**src/rtl/slice_serial_alu_seq_pkg.sv**
```systemverilog
// Shared definitions for the slice-serial ADD/XOR controller.
// Holds the op encoding, the FSM state encoding and the operand/slice width rule.
// The controller calls width_ok() at elaboration and stops with an error if it fails.
package slice_serial_alu_seq_pkg;

  localparam logic OP_ADD = 1'b0;
  localparam logic OP_XOR = 1'b1;

  typedef enum logic [1:0] {
    IDLE = 2'd0,
    RUN  = 2'd1,
    DONE = 2'd2
  } state_t;

  // The operand must split into a whole number of slices.
  function automatic bit width_ok(int data_w, int slice_w);
    return (slice_w > 0) && (data_w >= slice_w) && ((data_w % slice_w) == 0);
  endfunction

endpackage

```
**src/rtl/slice_serial_alu_seq_if.sv**
```systemverilog
// Command and result handshake bundle for the slice-serial ALU.
// No logic and no latency; it only groups the signals.
// Both directions use valid/ready: in_valid/in_ready for commands, out_valid/out_ready for results.
interface slice_serial_alu_seq_if #(
  parameter int DATA_W = 16
);
  logic              in_valid;
  logic              in_ready;
  logic              op;
  logic              carry_in;
  logic [0:DATA_W-1] operand_a;
  logic [0:DATA_W-1] operand_b;
  logic              out_valid;
  logic              out_ready;
  logic [0:DATA_W-1] result;
  logic              carry_out;
  logic              busy;

  modport slave (
    input  in_valid, op, carry_in, operand_a, operand_b, out_ready,
    output in_ready, out_valid, result, carry_out, busy
  );

  modport master (
    output in_valid, op, carry_in, operand_a, operand_b, out_ready,
    input  in_ready, out_valid, result, carry_out, busy
  );
endinterface

```
**src/rtl/slice_serial_alu_seq_slice_alu.sv**
```systemverilog
// Narrow combinational ADD/XOR slice with carry in and carry out.
// Purely combinational, so it adds no cycles of latency.
// It has no handshake; the controller decides when its outputs are used.
module slice_alu
  import slice_serial_alu_seq_pkg::*;
#(
  parameter int SLICE_W = 4
) (
  input  logic [SLICE_W-1:0] a,
  input  logic [SLICE_W-1:0] b,
  input  logic               cin,
  input  logic               op,
  output logic [SLICE_W-1:0] sum,
  output logic               cout
);

  logic [SLICE_W:0] add_full;

  assign add_full = {1'b0, a} + {1'b0, b} + {{SLICE_W{1'b0}}, cin};
  // XOR never propagates a carry into the next slice.
  assign {cout, sum} = (op == OP_XOR) ? {1'b0, a ^ b} : add_full;

endmodule

```
**src/rtl/slice_serial_alu_seq.sv**
```systemverilog
// DATA_W-bit ADD or XOR run through one SLICE_W-bit slice ALU, least-significant slice first.
// out_valid rises NUM_SLICES cycles after the accept edge; the minimum command period is NUM_SLICES+2 cycles.
// in_ready is high only in IDLE; the result is held in DONE until out_ready is high.
module slice_serial_alu_seq
  import slice_serial_alu_seq_pkg::*;
#(
  parameter int DATA_W  = 16,
  parameter int SLICE_W = 4
) (
  input  logic                  clk,
  input  logic                  rst_n,
  slice_serial_alu_seq_if.slave bus
);

  localparam int NUM_SLICES = DATA_W / SLICE_W;
  localparam int IDX_W      = (NUM_SLICES > 1) ? $clog2(NUM_SLICES) : 1;
  localparam int BASE_W     = (DATA_W > 1) ? $clog2(DATA_W) : 1;
  localparam logic [IDX_W-1:0] LAST_IDX = IDX_W'(NUM_SLICES - 1);

  if (!width_ok(DATA_W, SLICE_W)) begin : g_width_err
    $error("DATA_W must be a positive integer multiple of SLICE_W");
  end

  state_t            state_q, state_d;
  logic [0:DATA_W-1] a_q, a_d, b_q, b_d, result_q, result_d;
  logic              op_q, op_d, carry_q, carry_d, cout_q, cout_d;
  logic [IDX_W-1:0]  idx_q, idx_d;

  logic [BASE_W-1:0]  base;
  logic [SLICE_W-1:0] sl_a, sl_b, sl_sum;
  logic               sl_cout;

  // Slice k sits at the low-order end of the index-0-is-MSB vectors, so slice 0 is the LSB slice.
  assign base = BASE_W'(DATA_W - SLICE_W * (int'(idx_q) + 1));
  assign sl_a = a_q[base +: SLICE_W];
  assign sl_b = b_q[base +: SLICE_W];

  slice_alu #(.SLICE_W(SLICE_W)) u_slice_alu (
    .a    (sl_a),
    .b    (sl_b),
    .cin  (carry_q),
    .op   (op_q),
    .sum  (sl_sum),
    .cout (sl_cout)
  );

  assign bus.in_ready  = (state_q == IDLE);
  assign bus.out_valid = (state_q == DONE);
  assign bus.busy      = (state_q == RUN) || (state_q == DONE);
  assign bus.result    = result_q;
  assign bus.carry_out = cout_q;

  // Next state: latch the command on accept, process one slice per cycle, then hold until the result is taken.
  always_comb begin
    state_d  = state_q;
    a_d      = a_q;
    b_d      = b_q;
    op_d     = op_q;
    carry_d  = carry_q;
    idx_d    = idx_q;
    result_d = result_q;
    cout_d   = cout_q;
    case (state_q)
      IDLE: begin
        if (bus.in_valid) begin
          a_d     = bus.operand_a;
          b_d     = bus.operand_b;
          op_d    = bus.op;
          carry_d = (bus.op == OP_ADD) ? bus.carry_in : 1'b0;
          idx_d   = '0;
          state_d = RUN;
        end
      end
      RUN: begin
        result_d[base +: SLICE_W] = sl_sum;
        carry_d = sl_cout;
        idx_d   = idx_q + IDX_W'(1);
        if (idx_q == LAST_IDX) begin
          cout_d  = sl_cout;
          idx_d   = '0;
          state_d = DONE;
        end
      end
      DONE: begin
        if (bus.out_ready) state_d = IDLE;
      end
      default: state_d = IDLE;
    endcase
  end

  // State and datapath registers; reset drops any in-flight command.
  always_ff @(posedge clk or negedge rst_n) begin
    if (!rst_n) begin
      state_q  <= IDLE;
      a_q      <= '0;
      b_q      <= '0;
      op_q     <= OP_ADD;
      carry_q  <= 1'b0;
      idx_q    <= '0;
      result_q <= '0;
      cout_q   <= 1'b0;
    end else begin
      state_q  <= state_d;
      a_q      <= a_d;
      b_q      <= b_d;
      op_q     <= op_d;
      carry_q  <= carry_d;
      idx_q    <= idx_d;
      result_q <= result_d;
      cout_q   <= cout_d;
    end
  end

endmodule

```
**src/flat_wrapper.sv**
```systemverilog
// flat-port wrapper written by rule: the top's interface ports become plain ports
module slice_serial_alu_seq_flat import slice_serial_alu_seq_pkg::*;
#(
  parameter int DATA_W  = 16,
  parameter int SLICE_W = 4
)
  (clk, rst_n, bus_in_valid, bus_op, bus_carry_in, bus_operand_a, bus_operand_b, bus_out_ready, bus_in_ready, bus_out_valid, bus_result, bus_carry_out, bus_busy);
  slice_serial_alu_seq_if #(.DATA_W(DATA_W)) bus_i ();
  input  logic clk;
  input  logic rst_n;
  input wire logic [$bits(bus_i.in_valid)-1:0] bus_in_valid;
  input wire logic [$bits(bus_i.op)-1:0] bus_op;
  input wire logic [$bits(bus_i.carry_in)-1:0] bus_carry_in;
  input wire logic [$bits(bus_i.operand_a)-1:0] bus_operand_a;
  input wire logic [$bits(bus_i.operand_b)-1:0] bus_operand_b;
  input wire logic [$bits(bus_i.out_ready)-1:0] bus_out_ready;
  output wire logic [$bits(bus_i.in_ready)-1:0] bus_in_ready;
  output wire logic [$bits(bus_i.out_valid)-1:0] bus_out_valid;
  output wire logic [$bits(bus_i.result)-1:0] bus_result;
  output wire logic [$bits(bus_i.carry_out)-1:0] bus_carry_out;
  output wire logic [$bits(bus_i.busy)-1:0] bus_busy;
  assign bus_i.in_valid = bus_in_valid;
  assign bus_i.op = bus_op;
  assign bus_i.carry_in = bus_carry_in;
  assign bus_i.operand_a = bus_operand_a;
  assign bus_i.operand_b = bus_operand_b;
  assign bus_i.out_ready = bus_out_ready;
  assign bus_in_ready = bus_i.in_ready;
  assign bus_out_valid = bus_i.out_valid;
  assign bus_result = bus_i.result;
  assign bus_carry_out = bus_i.carry_out;
  assign bus_busy = bus_i.busy;
  slice_serial_alu_seq #(.DATA_W(DATA_W), .SLICE_W(SLICE_W)) u_core (.clk(clk), .rst_n(rst_n), .bus(bus_i));
endmodule
```
**config.mk**
```make
export PLATFORM = sky130hd
export DESIGN_NAME = slice_serial_alu_seq_flat
export DESIGN_NICKNAME = d
export VERILOG_FILES = /design/src/rtl/slice_serial_alu_seq_pkg.sv /design/src/rtl/slice_serial_alu_seq_if.sv /design/src/rtl/slice_serial_alu_seq_slice_alu.sv /design/src/rtl/slice_serial_alu_seq.sv /design/src/flat_wrapper.sv
export SDC_FILE = /design/constraint.sdc
export NUM_CORES = 1
export LEC_CHECK = 0
export ABC_CLOCK_PERIOD_IN_PS = 3220
export CORE_MARGIN = 2
export CORE_UTILIZATION = 35
export CTS_BUF_LIST = sky130_fd_sc_hd__clkbuf_4 sky130_fd_sc_hd__clkbuf_8 sky130_fd_sc_hd__clkbuf_16
export DETAILED_ROUTE_END_ITERATION = 10
export PLACE_DENSITY = 0.57
export REMOVE_ABC_BUFFERS = 1
export SLEW_MARGIN = 5
export SYNTH_ARGS = -nofsm -noshare
export SYNTH_HDL_FRONTEND = slang
export SYNTH_HIERARCHICAL = 1
export SYNTH_SLANG_ARGS = --single-unit
export TNS_END_PERCENT = 1
```
**constraint.sdc**
```tcl
create_clock -name clk -period 3.22 [get_ports clk]
set_input_delay 0.805 -clock clk [delete_from_list [all_inputs] [get_ports clk]]
set_output_delay 0.805 -clock clk [all_outputs]
set_load 0.02 [all_outputs]
```
==> results of run 1 <==
==> cell families after synthesis <==
| kind of cell | after synthesis |
|---|---|
| xor gates and xnor gates | 2 |
| and+or+nand+nor | 24 |
| buffers and inverters | 19 |
| DFF | 55 |
| adders and majority gates | 14 |
| AOI/OAI and AO/OA | 26 |
| muxes | 45 |
==> layout make-up <==
class,count,area [µm²]
Clock buffer,5,68.8
Sequential cell,55,1380
Multi-Input combinational cell,111,1270
Inverter,12,45.0
Clock inverter,3,46.3
Fill cell,717,4160
Tap cell,102,128
Timing Repair Buffer,60,588
==> state kept, by name, indices dropped and copies added (netlist names) <==
register	cells
u_core/bus.result	16
u_core/a_q	16
u_core/state_q	2
u_core/bus.carry_out	1
u_core/b_q	16
u_core/op_q	1
u_core/carry_q	1
u_core/idx_q	2
==> how the worst max path moves through the flow <==
| stage | startpoint | endpoint | slack [ns] | depth (start not counted) |
|---|---|---|---|---|
| after floorplan | u_core/idx_q[0] | u_core/carry_q | -0.07 | 10 |
| after global placement | u_core/idx_q[1] | u_core/bus.result[9] | 0.40 | 9 |
| after detailed placement | u_core/idx_q[1] | u_core/bus.result[5] | 0.34 | 9 |
| after CTS | u_core/idx_q[1] | u_core/bus.result[1] | 0.30 | 9 |
| after global routing | u_core/idx_q[1] | u_core/bus.result[5] | 0.11 | 9 |
| final | u_core/idx_q[1] | u_core/carry_q | 0.35 | 10 |
==> routing by layer <==
metal  wire length [µm]  track usage, %  vias to the layer above
li1                   -               -                      783
met1               2640            18.2                      784
met2               2310            18.7                       40
met3                226            2.74                        5
met4                 41            3.31                        0
met5                  0               0                        -
==> through the flow <==
stage,instance area (µm²),setup WS (ns),hold slack (ns),cells
5_1_grt,3530,0.106,0.348,348
4_1_cts,3530,0.304,0.344,348
6_report,3530,0.353,0.343,348
2_1_floorplan,2700,-0.0651,0.475,178
3_3_place_gp,3410,0.400,0.484,340
3_5_place_dp,3410,0.338,0.493,340
==> power groups by stage <==
stage	clock [W]	sequential [W]	combinational [W]
floorplan	0	0.00125	0.00149
CTS	0.000483	0.00120	0.00217
detailed placement	0	0.00122	0.00217
global route	0.000502	0.00124	0.00236
global placement	0	0.00122	0.00213
finish	0.000466	0.00120	0.00213
==> Yosys cell counts (all sizes together) <==
cell / count
nor3b: 1
mux2: 35
nor2b: 2
a21oi: 1
inv: 12
mux2i: 2
mux4: 8
a32o: 1
o221a: 1
a22o: 16
fa: 2
nand3: 1
a31oi: 2
xor2: 1
or2: 1
nand2b: 4
a211o: 1
buf: 7
xnor2: 1
nor2: 4
dfrtp: 55
o21ai: 2
o31ai: 1
o22a: 1
nand2: 9
nor3: 2
ha: 12
==> worst max-delay path: stages (launching register included) <==
cell,delay [ns]
dfrtp_1,0.43
inv_1,0.08
ha_1,0.43
mux4_2,0.26
inv_1,0.06
fa_1,0.44
fa_1,0.40
nor2b_1,0.12
o21ai_0,0.11
a21oi_1,0.25
o221a_2,0.22
==> flow_metrics.py, run 1 <==
metrics = {
    "run_status": {
        "status": "completed",
    },
    "critical_path": {
        "worstSetupPathType": "reg2reg",
        "cp-end-kind": "register",
        "worst_ep_arrival_time_ns": 3.12,
        "worst_ep_required_time_ns": 3.47,
        "worst-path-max-fanout": 6,
        "rrSetupSlack_ns": 0.35,
        "reg2reg_to": "u_core/carry_q",
        "rr_worst_depth": 10,
        "startpoint_type": "register",
        "reg2reg_from": "u_core/idx_q[1]",
    },
    "cts": {
        "cts_buffers": 5,
        "cts_resized": 0,
        "ctsHoldBuffers": 0,
        "h-tree-depth": 2,
        "cts.clk_slew.worst_paths_ns": 0.10,
        "cts_max_path_buffers": 2,
        "cts.sinks": 55,
        "cts_setup_buffers": 0,
        "clk_latency_ns": 0.31,
        "clockRootBuffer": "clkbuf_8",
        "cts_tree": "yes",
    },
    "yosys": {
        "synth_top_family_by_area": "multiplexers",
        "avgSynthCellArea_um2": 15.0,
        "synth_warnings": 6,
        "synthSimpleGateAreaFrac_pct": 5.27,
        "synth_compound_area_share_pct": 7.71,
        "netlist_instances": 185,
        "yosysSeqAreaShare_pct": 49.6,
        "synth.area.mux_share_pct": 25.5,
        "ys_seq_elements": 55,
        "synth_top_area_share_pct": 49.6,
        "synth_xor_xnor_area_share_pct": 0.631,
        "synth_cell_type_count": 33,
        "syn-cell-area_um2": 2780,
        "yosysTopAreaCell": "dfrtp_1",
        "yosys-top-cells-area": "dfrtp_1 50%, mux2_4 16%, mux4_2 6.5%",
        "synth_fa_ha_area_share_pct": 6.85,
    },
    "floorplan": {
        "die_w_um": 93.1,
        "dieArea_um2": 8660,
        "die_h_um": 93.1,
        "row_count": 32,
        "fp.coreArea_um2": 7690,
        "ios": 58,
        "initial_core_util_pct": 36.1,
    },
    "placed_design": {
        "gp_congestion": 0.737,
        "portBuffers": 57,
        "dp_hpwl_um": 3910,
    },
    "worst_hold_path": {
        "hp-class": "in2async",
    },
    "drt": {
        "num_vias": 1612,
        "wl_per_cell_um": 15.0,
        "drt_wl_total_um": 5210,
        "drt_iter0_drc": 60,
        "dr.pass1.iters": 4,
        "drc": 0,
        "viasPerCell": 4.63,
        "ant_nets": 0,
    },
    "timing": {
        "maxSlewHeadroom_pct": 58.9,
        "hold_violations": 0,
        "min_period_ns": 2.87,
        "tns_ns": 0,
        "slew_violations": 0,
        "finalCritPeriodShare_pct": 89.0,
        "grt_setup_unrepaired": "no",
        "fmax_ghz": 0.349,
        "finalSetupViolCount": 0,
        "worst_pin_slew_ns": 0.617,
        "clock-skew-final_ns": 0.00983,
    },
    "power": {
        "p_leak_nw": 1.61,
        "p_per_area_nw_per_um2": 1080,
        "p_switching_w": 0.00145,
        "combPwrFrac_pct": 56.2,
        "power.internal_w": 0.00234,
        "seqPwrFrac_pct": 31.5,
        "ir_drop_uv": 407,
        "swShare_pct": 38.3,
        "power_frac_clock_pct": 12.3,
        "totalPowerFinal_w": 0.00380,
    },
    "global_route": {
        "grt_usage_pct": 12.4,
        "first_global_vias": 1614,
        "grt_pass1_wl_um": 8350,
        "antenna_found_initial": 0,
        "grt_max_degree": 47,
        "gr-total-overflow": 0,
    },
    "finish": {
        "antenna_cells": 0,
        "final_util_pct": 45.9,
        "final_cell_mix": "56 x clkdlybuf4s50_1, 55 x dfrtp_1, 30 x mux2_4",
        "synthToLayoutAreaGrowth_pct": 27.0,
        "fin_nets": 297,
        "final_common_cell": "clkdlybuf4s50_1",
        "drive_gt1_share_pct": 25.2,
    },
    "job": {
        "maxCapViolCount": 0,
    },
}
Note: power is estimated with default switching activity, not from simulation.
==> inputs of run 2 (changes only) <==
- SLEW_MARGIN: 5 -> 20
==> results of run 2 <==
No change in the layout: final DEF, timing and power equal those of run 1.
==> inputs of run 3 (changes only) <==
- CAP_MARGIN: not set -> 10
- GPL_TIMING_DRIVEN: not set -> 0
==> flow_metrics.py, run 3 (synthesis results as in run 1) <==
metrics = {
    "run_status": {
        "status": "completed",
    },
    "critical_path": {
        "worst_ep_arrival_time_ns": 3.20,
        "cp-end-kind": "register",
        "reg2reg_to": "u_core/carry_q",
        "rrSetupSlack_ns": 0.27,
        "startpoint_type": "register",
        "rr_worst_depth": 10,
        "worst_ep_required_time_ns": 3.46,
        "reg2reg_from": "u_core/idx_q[0]",
        "worst-path-max-fanout": 13,
        "worstSetupPathType": "reg2reg",
    },
    "cts": {
        "h-tree-depth": 2,
        "cts_tree": "yes",
        "cts_buffers": 5,
        "ctsHoldBuffers": 0,
        "clockRootBuffer": "clkbuf_8",
        "cts_max_path_buffers": 2,
        "clk_latency_ns": 0.30,
        "cts.sinks": 55,
        "cts.clk_slew.worst_paths_ns": 0.09,
    },
    "floorplan": {
        "fp.coreArea_um2": 7690,
        "dieArea_um2": 8660,
        "ios": 58,
        "initial_core_util_pct": 36.1,
        "row_count": 32,
        "die_h_um": 93.1,
        "die_w_um": 93.1,
    },
    "drt": {
        "wl_per_cell_um": 14.6,
        "drt_iter0_drc": 59,
        "drt_wl_total_um": 5030,
        "viasPerCell": 4.73,
        "num_vias": 1633,
        "dr.pass1.iters": 4,
        "ant_nets": 0,
        "drc": 0,
    },
    "timing": {
        "maxSlewHeadroom_pct": 53.6,
        "fmax_ghz": 0.338,
        "hold_violations": 0,
        "clock-skew-final_ns": 0.00458,
        "finalSetupViolCount": 0,
        "grt_setup_unrepaired": "no",
        "fin_ws_ns": 0.265,
        "slew_violations": 0,
        "hold_slack_ns": 0.512,
        "min_period_ns": 2.95,
        "finalCritPeriodShare_pct": 91.8,
        "worst_pin_slew_ns": 0.696,
    },
    "global_route": {
        "gr-total-overflow": 0,
        "first_global_vias": 1686,
        "grt_max_degree": 56,
        "grt_usage_pct": 12.6,
        "grt_pass1_wl_um": 8460,
        "antenna_found_initial": 0,
    },
    "finish": {
        "synthToLayoutAreaGrowth_pct": 26.2,
        "fin_nets": 295,
        "final_common_cell": "clkdlybuf4s50_1",
        "antenna_cells": 0,
        "multi_input_area_um2": 1290,
        "fillers": 709,
        "fin_area_um2": 3500,
        "drive_gt1_share_pct": 25.1,
        "final_cells": 345,
        "final_cell_mix": "56 x clkdlybuf4s50_1, 54 x dfrtp_1, 30 x mux2_4",
        "register_area_um2": 1380,
    },
    "placed_design": {
        "placed_cells": 337,
        "portBuffers": 57,
        "gp_congestion": 0.709,
        "dpl-instance-area_um2": 3390,
        "place_ws_ns": -0.918,
        "dp_hpwl_um": 3620,
    },
    "power": {
        "p_per_area_nw_per_um2": 1080,
        "ir_drop_uv": 420,
        "p_leak_nw": 1.59,
    },
    "worst_hold_path": {
        "hold_depth": 1,
        "hold_end": "u_core/b_q[4]",
        "min_from": "u_core/b_q[4]",
        "hp-class": "reg2reg",
    },
    "job": {
        "maxCapViolCount": 0,
    },
}
[run 3: cell types whose count changed in the layout (fill, tap and decap cells not counted)]
cell / before / now
inv_6: 1 / 0
clkinvlp_4: 1 / 0
buf_2: 1 / 0
ha_4: 0 / 1
bufinv_16: 1 / 0
clkbuf_8: 5 / 6
dfrtp_4: 0 / 1
buf_4: 3 / 2
clkinv_2: 0 / 1
dfrtp_1: 55 / 54
ha_1: 12 / 11
[run 3: worst max-delay path by stage]
stage                          startpoint                    to  slack, ns  depth (start not counted)
after floorplan           u_core/idx_q[0]        u_core/carry_q      -0.07                         10
after global placement    u_core/idx_q[0]  u_core/bus.result[5]      -0.85                          9
after detailed placement  u_core/idx_q[0]        u_core/carry_q      -0.92                         10
after CTS                 u_core/idx_q[0]        u_core/carry_q       0.23                         10
after global routing      u_core/idx_q[1]        u_core/carry_q       0.09                         10
final                     u_core/idx_q[0]        u_core/carry_q       0.27                         10
[run 3: timing repair]
item                                    CTS  global route
hold endpoints to repair                  0             0
endpoints found under the setup margin   18             0
gates resized for setup                   4             0
setup buffers                             1             0
[run 3: area by class of cell]
| type | instances | share of cell area [%] |
|---|---|---|
| flip-flops and latches | 55 | 39.4 |
| multi-input cells | 111 | 36.7 |
| repair buffers | 58 | 16.4 |
| well taps | 102 | 3.64 |
| clock buffers | 6 | 2.36 |
| inverters | 12 | 1.29 |
| clock inverters | 1 | 0.143 |
[run 3: through the flow]
step                total power, W  setup TNS (ns)  util, %
finish                     0.00378               0     45.6
detailed placement         0.00340          -13.57     44.1
global route               0.00408               0     45.6
CTS                        0.00383               0     45.6
floorplan                  0.00274          -0.306        -
global placement           0.00335          -31.63     44.2
[run 3: critical path: stages (launching register included)]
cell     delay (ns)
dfrtp_4        0.48
inv_1          0.17
ha_4           0.30
mux4_2         0.27
inv_1          0.06
fa_1           0.45
fa_1           0.40
nor2b_1        0.11
o21ai_0        0.09
a21oi_1        0.31
o221a_2        0.25
[run 3: power by group]
group          switching [W]  total [W]  leakage [nW]  internal (W)
Sequential          0.000189    0.00119         0.680       0.00100
Clock               0.000205   0.000374        0.0470      0.000169
Combinational        0.00108    0.00221         0.866       0.00112
Total                0.00148    0.00378          1.59       0.00230
[run 3: per-layer routing]
| layer | track usage (%) | share of wire [%] |
|---|---|---|
| met1 | 17.0 | 47 |
| met2 | 20.5 | 47 |
| met4 | 3.68 | 1.2 |
| met3 | 2.58 | 4.5 |
| met5 | 0 | 0 |
